==> src/rtl/sprite_pkg.sv <==
// Shared types and default geometry for the sprite read path.
package sprite_pkg;

    localparam int SPR_W_DEF  = 20;
    localparam int SPR_H_DEF  = 20;
    localparam int SPR_PIXELS = SPR_W_DEF * SPR_H_DEF;

    typedef logic [18:0] addr_t;     // frameRAM word address
    typedef logic [4:0]  pal_idx_t;  // palette index
    typedef logic [9:0]  coord_t;    // screen coordinate

endpackage

==> src/rtl/sprite_anim_ctr.sv <==
// Animation divider plus frame counter; outputs the RAM base address of the current frame.
module sprite_anim_ctr
    import sprite_pkg::*;
#(
    parameter int NUM_FRAMES  = 1,
    parameter int ANIM_DIV    = 8,
    parameter int FRAME_WORDS = SPR_PIXELS
) (
    input  logic  Clk,
    input  logic  Reset,
    input  logic  frame_start,
    input  logic  anim_en,
    output addr_t frame_base
);

    localparam int FW = (NUM_FRAMES > 1) ? $clog2(NUM_FRAMES) : 1;
    localparam int DW = (ANIM_DIV > 1) ? $clog2(ANIM_DIV) : 1;
    localparam logic [FW-1:0] FRAME_LAST = FW'(NUM_FRAMES - 1);
    localparam logic [DW-1:0] DIV_LAST   = DW'(ANIM_DIV - 1);

    logic [FW-1:0] frame;
    logic [DW-1:0] div;

    // Step the divider once per frame_start; each divider wrap advances the frame.
    always_ff @(posedge Clk) begin
        if (!Reset) begin
            div   <= '0;
            frame <= '0;
        end else if (frame_start && anim_en) begin
            if (div == DIV_LAST) begin
                div   <= '0;
                frame <= (frame == FRAME_LAST) ? '0 : frame + 1'b1;
            end else begin
                div <= div + 1'b1;
            end
        end
    end

    assign frame_base = addr_t'(frame) * addr_t'(FRAME_WORDS);

endmodule

==> src/rtl/sprite_reader.sv <==
// Maps the VGA pixel stream onto a sprite box, drives frameRAM, returns palette index
// three cycles after the pixel was presented.
module sprite_reader
    import sprite_pkg::*;
#(
    parameter int       SPR_W      = SPR_W_DEF,
    parameter int       SPR_H      = SPR_H_DEF,
    parameter int       NUM_FRAMES = 1,
    parameter int       ANIM_DIV   = 8,
    parameter pal_idx_t TRANSP_IDX = '0
) (
    input  logic     Clk,
    input  logic     Reset,
    input  logic     pix_en,
    input  logic     frame_start,
    input  coord_t   DrawX,
    input  coord_t   DrawY,
    input  coord_t   SpriteX,
    input  coord_t   SpriteY,
    input  logic     flip_h,
    input  logic     anim_en,
    output addr_t    read_address,
    input  pal_idx_t ram_data,
    output logic     pixel_valid,
    output logic     sprite_hit,
    output pal_idx_t pixel_index
);

    coord_t      ax, ay;
    logic        aflip;
    addr_t       frame_base;
    logic [10:0] col_d, row_d;
    logic        inbox;
    addr_t       colf, addr_next;
    logic [2:1]  vld_pipe, hit_pipe;
    logic        hit3;

    sprite_anim_ctr #(
        .NUM_FRAMES (NUM_FRAMES),
        .ANIM_DIV   (ANIM_DIV),
        .FRAME_WORDS(SPR_W * SPR_H)
    ) u_anim (
        .Clk        (Clk),
        .Reset      (Reset),
        .frame_start(frame_start),
        .anim_en    (anim_en),
        .frame_base (frame_base)
    );

    // 11-bit differences: bit 10 set means the pixel lies left of / above the sprite.
    assign col_d = {1'b0, DrawX} - {1'b0, ax};
    assign row_d = {1'b0, DrawY} - {1'b0, ay};
    assign inbox = !col_d[10] && !row_d[10]
                 && (col_d[9:0] < 10'(SPR_W)) && (row_d[9:0] < 10'(SPR_H));
    assign colf  = aflip ? addr_t'(SPR_W - 1) - addr_t'(col_d[9:0]) : addr_t'(col_d[9:0]);
    assign addr_next = frame_base + addr_t'(row_d[9:0]) * addr_t'(SPR_W) + colf;
    assign hit3  = hit_pipe[2] && (ram_data != TRANSP_IDX);

    // Shadow registers, address stage and the three-deep valid/hit pipeline.
    always_ff @(posedge Clk) begin
        if (!Reset) begin
            ax           <= '0;
            ay           <= '0;
            aflip        <= 1'b0;
            read_address <= '0;
            vld_pipe     <= '0;
            hit_pipe     <= '0;
            pixel_valid  <= 1'b0;
            sprite_hit   <= 1'b0;
            pixel_index  <= TRANSP_IDX;
        end else begin
            // A pixel coinciding with frame_start still sees the old values (comb path above).
            if (frame_start) begin
                ax    <= SpriteX;
                ay    <= SpriteY;
                aflip <= flip_h;
            end
            // Outside the box the address holds, so it never wraps off the sprite.
            if (pix_en && inbox)
                read_address <= addr_next;
            vld_pipe    <= {vld_pipe[1], pix_en};
            hit_pipe    <= {hit_pipe[1], pix_en && inbox};
            pixel_valid <= vld_pipe[2];
            sprite_hit  <= hit3;
            pixel_index <= hit3 ? ram_data : TRANSP_IDX;
        end
    end

endmodule
==> config.mk <==
export PLATFORM = sky130hd
export DESIGN_NAME = sprite_reader
export DESIGN_NICKNAME = d
export VERILOG_FILES = /design/src/rtl/sprite_pkg.sv /design/src/rtl/sprite_anim_ctr.sv /design/src/rtl/sprite_reader.sv
export SDC_FILE = /design/constraint.sdc
export NUM_CORES = 1
export LEC_CHECK = 0
export ABC_AREA = 1
export CAP_MARGIN = 20
export CORE_UTILIZATION = 45
export DETAILED_ROUTE_END_ITERATION = 8
export PLACE_DENSITY_LB_ADDON = 0.3
export SETUP_SLACK_MARGIN = 0.15
export SKIP_LAST_GASP = 1
export SLEW_MARGIN = 20
export SYNTH_ARGS = -nofsm -noshare
export SYNTH_HDL_FRONTEND = slang
export SYNTH_SLANG_ARGS = --single-unit
==> constraint.sdc <==
create_clock -name Clk -period 7.2 [get_ports Clk]
set_input_delay 1.44 -clock Clk [delete_from_list [all_inputs] [get_ports Clk]]
set_output_delay 1.44 -clock Clk [all_outputs]
set_load 0.01 [all_outputs]
* After elaboration in Yosys (flattened, before gate mapping)
Cells that the tools add are included.
** Cells by class
- Reductions and logical operators :: 11
- $add $sub $neg :: 7
- Multipliers :: 2
- Muxes and demuxes :: 3
- $lt $le $gt $ge :: 2
- Equality and inequality tests :: 1
** Operators by type and width (number)
- $sub A10 B10 Y11 :: 2
- $lt A10 B5 Y1 const B :: 2
- $add A16 B19 Y19 :: 1
- $mux W19 :: 1
- $add A10 B15 Y16 :: 1
- $mul A10 B3 Y13 const B :: 1
- $sub A5 B10 Y11 const A :: 1
- $logic_and A1 B1 Y1 :: 6
- $mul A1 B5 Y6 const B :: 1
- $reduce_bool A5 Y1 :: 1
- $reduce_and A2 Y1 :: 2
- $add A3 B1 Y3 const B :: 1
- $eq A3 B3 Y1 const B :: 1
- $mux W3 :: 1
- $logic_not A1 Y1 :: 2
- $add A1 B1 Y1 const B :: 1
- $mux W1 :: 1
** Word-level totals
- Input bits :: 51
- Register bits :: 55
- Logic and storage cells :: 37
- Output and inout bits :: 26

* Depth between registers and ports, before layout
- Depth after elaboration :: 6
- Depth in mapped cells :: 32
- Mapped depth without buffers :: 32

* By module
A second synthesis with hierarchy kept.
** Unflattened totals
- Cell total of the unflattened synthesis :: 720
- Area total of the unflattened synthesis :: 4983.5 um^2
** By module, submodules not included
- sprite_reader :: sequential area each 1021.0 um^2, instances 1, area each 4837.1 um^2, cells an instance 700
- sprite_anim_ctr :: sequential area each 0.0 um^2, instances 1, area each 146.4 um^2, cells an instance 20

* Least setup slack after synthesis
OpenSTA, ideal clock, no wires.
- Kind :: input to register
- Start :: input port DrawY[0]
- End :: register read_address[17]
- Buffers on the path :: 0
- Required time :: 7129 ps
- Stages on the path :: 30
- Setup slack :: 1531 ps
- Arrival :: 5598 ps
- Library setup time :: 71 ps
- Path through :: inv_1 -> ha_1 -> inv_1 -> fa_1 -> nand3_1 -> nand2_1 -> xor2_1 -> ha_1 -> ha_1 -> nand3_1 -> nand2_1 -> a21oi_1 -> o21bai_1 -> a21oi_1 -> o21ai_0 -> nand2_1 -> a21oi_1 -> inv_1 -> ha_1 -> inv_1 -> ha_1 -> inv_1 -> nor3_1 -> nand3_1 -> nand4_1 -> a21oi_1 -> nand3b_1 -> nand2_1 -> nand2_1 -> a21oi_1
** Between the ends
- Longest elaborated chain between the ends :: 6
- Elaborated cells between the ends (all ways) :: 10
- Those cells by class :: 3 x add/sub; 1 x mul; 1 x order compare; 5 x reduce/logical
** Ends and longest elaborated chain
- start, declared :: line sprite_reader.sv:17 : input coord_t DrawY,
- $sub A10 B10 Y11 * :: line sprite_reader.sv:52 : assign row_d = {1'b0, DrawY} - {1'b0, ay};
- parallel branches: the longest is 5 deep, another holds $add A16 B19 Y19
- end signal, assigned :: line sprite_reader.sv:80 : read_address <= addr_next;
- end, declared :: line sprite_reader.sv:22 : output addr_t read_address,
Mark *: on every way between the ends.
A chain may end at the register's enable or synchronous reset.

* Final worst setup path
Same ends and word-level chain as after synthesis.

==> results.toml <==
[yosys]
synth_fp_nets = 787
post_synth_fa_ha_maj_area_fraction_pct = 20.1
synth_sequential_area_ratio_pct = 23.0
synth_cell_types = 33
synth_largest_type_area_fraction_pct = 23.0
simple_gate_portion_of_the_synthesized_area_pct = 26.8
synth-warning-count = 0
postSynthRegisterBits = 51
synth.area.top_cells = "dfxtp_1 (23%), ha_1 (18%), nand2_1 (15%)"
yosysMostFrequentCell = "nand2_1"
synthFlopType = "dfxtp_1"
post_synth_mux_area_share_pct = 0
synth_compound_gate_area_share_pct = 13.5
mappedNetlistArea_sq_um = 4450
combinational_family_with_the_most_area_after_synthesis = "simple AND/OR/NAND/NOR gates"
most_area_hungry_cell_type_in_the_yosys_netlist = "dfxtp_1"
synthXorXnorAreaFrac_pct = 5.68
post_synth_most_frequent_cells = "nand2_1 (174), inv_1 (109), ha_1 (65)"
synth-edff-count = 0
ys_async_sr_fraction_pct = 0
post_synth_inst_count = 667
synth_area_per_cell_sq_um = 6.67

[detailed_routing]
detailedRoute.firstPassIterationCount = 4
dr_total_vias = 4328
detail_route.wl_per_cell_um = 11.7
drt_iter0_drc = 105
detail_route.vias_per_cell = 4.97
drt-total-wl_um = 10200
drcViolationCount = 0
ant_nets = 0

[final_layout]
finalNetCount = 860
layout.filler_cells = 909
insertedDiodeCount = 0
final_layout_size_suffix_gt1_share_pct = 4.32
area_growth_syn_to_layout_pct = 22.1

[setup_path]
critical-path-max-stage-delay_ns = 0.43
crit_path_max_fanout = 5
worstSetupPathType = "in -> reg"
worst_ep_arrival_time_ns = 6.74
slowest_stage = "fa_1"
start_kind = "input port"
cp_data_required_time_ns = 7.45
endpoint_kind = "register"

[sta]
setup_viol_count_final = 0
finalMaxSlewViolations = 0
slew_headroom_pct = 57.9
layout_worst_path_cycle_share_pct = 90.2
finalHoldWorstSlack_ns = 0.421
max_freq_mhz = 154
fin_skew_ns = 0.0132
rsz0062_at_grt = "no"
min_period_ns = 6.49
timing_worst_slew_pin_value_ns = 0.630
tns_ns = 0
timing.final.hold_violations = 0

[global_routing]
grt_first_pass_wirelength_um = 17700
number_of_antenna_violations_at_the_first_check_in_global_routing = 0
grt_util_all_layers_pct = 21.3
grt_overflow_total = 0
pin_count_of_the_biggest_net_entering_global_routing = 41
grt_pass1_vias = 4154

[clock_network]
cts.root.buffer_cell = "clkbuf_8"
cts.reportedPaths.clkPinSlew_ns = 0.12
tritoncts.num_buffers = 5
ctsLongestPathBuffers = 2
clk_latency_ns = 0.33
cts_tree = "yes"
cts-htree-levels = 2
cts_post_setup_buffers_inserted = 0
cts.sink_count = 51
cts.hold.buffers_added = 0
cts-resized-gates = 0

[floorplanning]
io_pins = 77
chipHeight_um = 101
floorplan.initialDensity_pct = 47.2
die-area_sq_um = 10300
num_rows = 35
core_area_sq_um = 9420
die_width_um = 101

[place]
dpl.hpwl_um = 8450
port_buffers = 75
place.gp.congestion = 0.887

[power_and_ir_drop]
leakagePower_nw = 2.72
power.density_nw_per_um2 = 284
ir_drop_v = 0.000189

[run_status]
status = "finished, final reports clean"

[worst_hold_path]
holdCritPathClass = "reg -> reg"

[job]
maxCapViolations = 0
-- report_power, final --
group          switching [mW]  internal, mW  total [mW]
Sequential            0.00370         0.291       0.294
Combinational           0.629         0.427        1.06
Clock                   0.118        0.0718       0.190
Total                   0.750         0.789        1.54
-- layer usage --
metal	share of wire (%)	routed length, um	vias to the layer above	GRT usage [%]
li1	-	-	2283	-
met2	49	5040	84	40.0
met1	46	4660	1947	25.0
met4	1.8	181	0	6.91
met5	0	0	-	0
met3	3.3	336	14	2.62
-- critical path: cells and delay by family --
kind	cells	cell delay, ns
adders and majority gates	6	1.83
AOI/OAI and AO/OA	7	1.10
xor gates and xnor gates	1	0.37
buffers and inverters	6	0.76
and+or+nand+nor	11	1.25
-- worst paths after layout --
check,from,end,slack (ns),cells past startpoint
worst min-delay path,hit_pipe[1],hit_pipe[2],0.42,2
worst min register to register,hit_pipe[1],hit_pipe[2],0.42,2
worst max-delay path,DrawY[0],read_address[17],0.71,31
worst max register to register,ay[0],read_address[17],1.88,29
-- placed cells by master (no fill, tap or decap) --
cell type / count
a21o_1: 3
a21oi_1: 62
a21oi_2: 4
a31oi_1: 3
buf_4: 1
buf_8: 1
clkbuf_8: 5
clkdlybuf4s50_1: 75
clkinv_1: 1
clkinv_4: 1
clkinvlp_4: 1
dfxtp_1: 51
fa_1: 4
ha_1: 65
inv_1: 109
inv_2: 6
inv_8: 1
nand2_1: 174
nand2_2: 5
nand3_1: 34
nand3_2: 3
nand3b_1: 3
nand4_1: 9
nor2_1: 45
nor2_2: 1
nor2_4: 1
nor3_1: 3
nor3_4: 1
o211ai_1: 1
o21a_1: 1
o21ai_0: 31
o21bai_1: 5
o31ai_1: 1
or2_1: 2
xnor2_1: 6
xor2_1: 21
xor2_2: 1
-- final cells by class --
| cell class | count | area (sq um) | area share, % |
|---|---|---|---|
| inverter | 116 | 435 | 8.02 |
| clock inverter | 3 | 27.5 | 0.507 |
| tap | 129 | 161 | 2.97 |
| sequential | 51 | 1020 | 18.8 |
| multi-input combinational | 489 | 2940 | 54.2 |
| timing repair buffer | 77 | 773 | 14.2 |
| clock buffer | 5 | 68.8 | 1.27 |
-- flip-flops by register name, summed over array words and instances (netlist names) --
name	count
aflip	1
ax	10
ay	10
hit_pipe	2
pixel_index	5
pixel_valid	1
read_address	19
sprite_hit	1
vld_pipe	2
-- through the flow --
step	instances	utilization [%]	power (mW)	worst slack (ns)	area, sq um
after CTS	869	57.5	1.55	0.687	5410
after floorplan	667	-	1.13	1.53	4450
after detailed placement	861	56.5	1.35	0.361	5320
final	870	57.7	1.54	0.705	5430
after global placement	861	56.5	1.32	0.527	5320
after global routing	870	57.7	1.71	0.224	5430
-- kinds of logic (layout without fill, tap and decap cells) --
| kind of cell | Yosys count | in the layout |
|---|---|---|
| simple gates | 281 | 281 |
| buf+inv | 127 | 201 |
| compound gates | 111 | 111 |
| fa+ha+maj | 69 | 69 |
| flops | 51 | 51 |
| xor+xnor | 28 | 28 |
(Power assumes the default switching activity.)
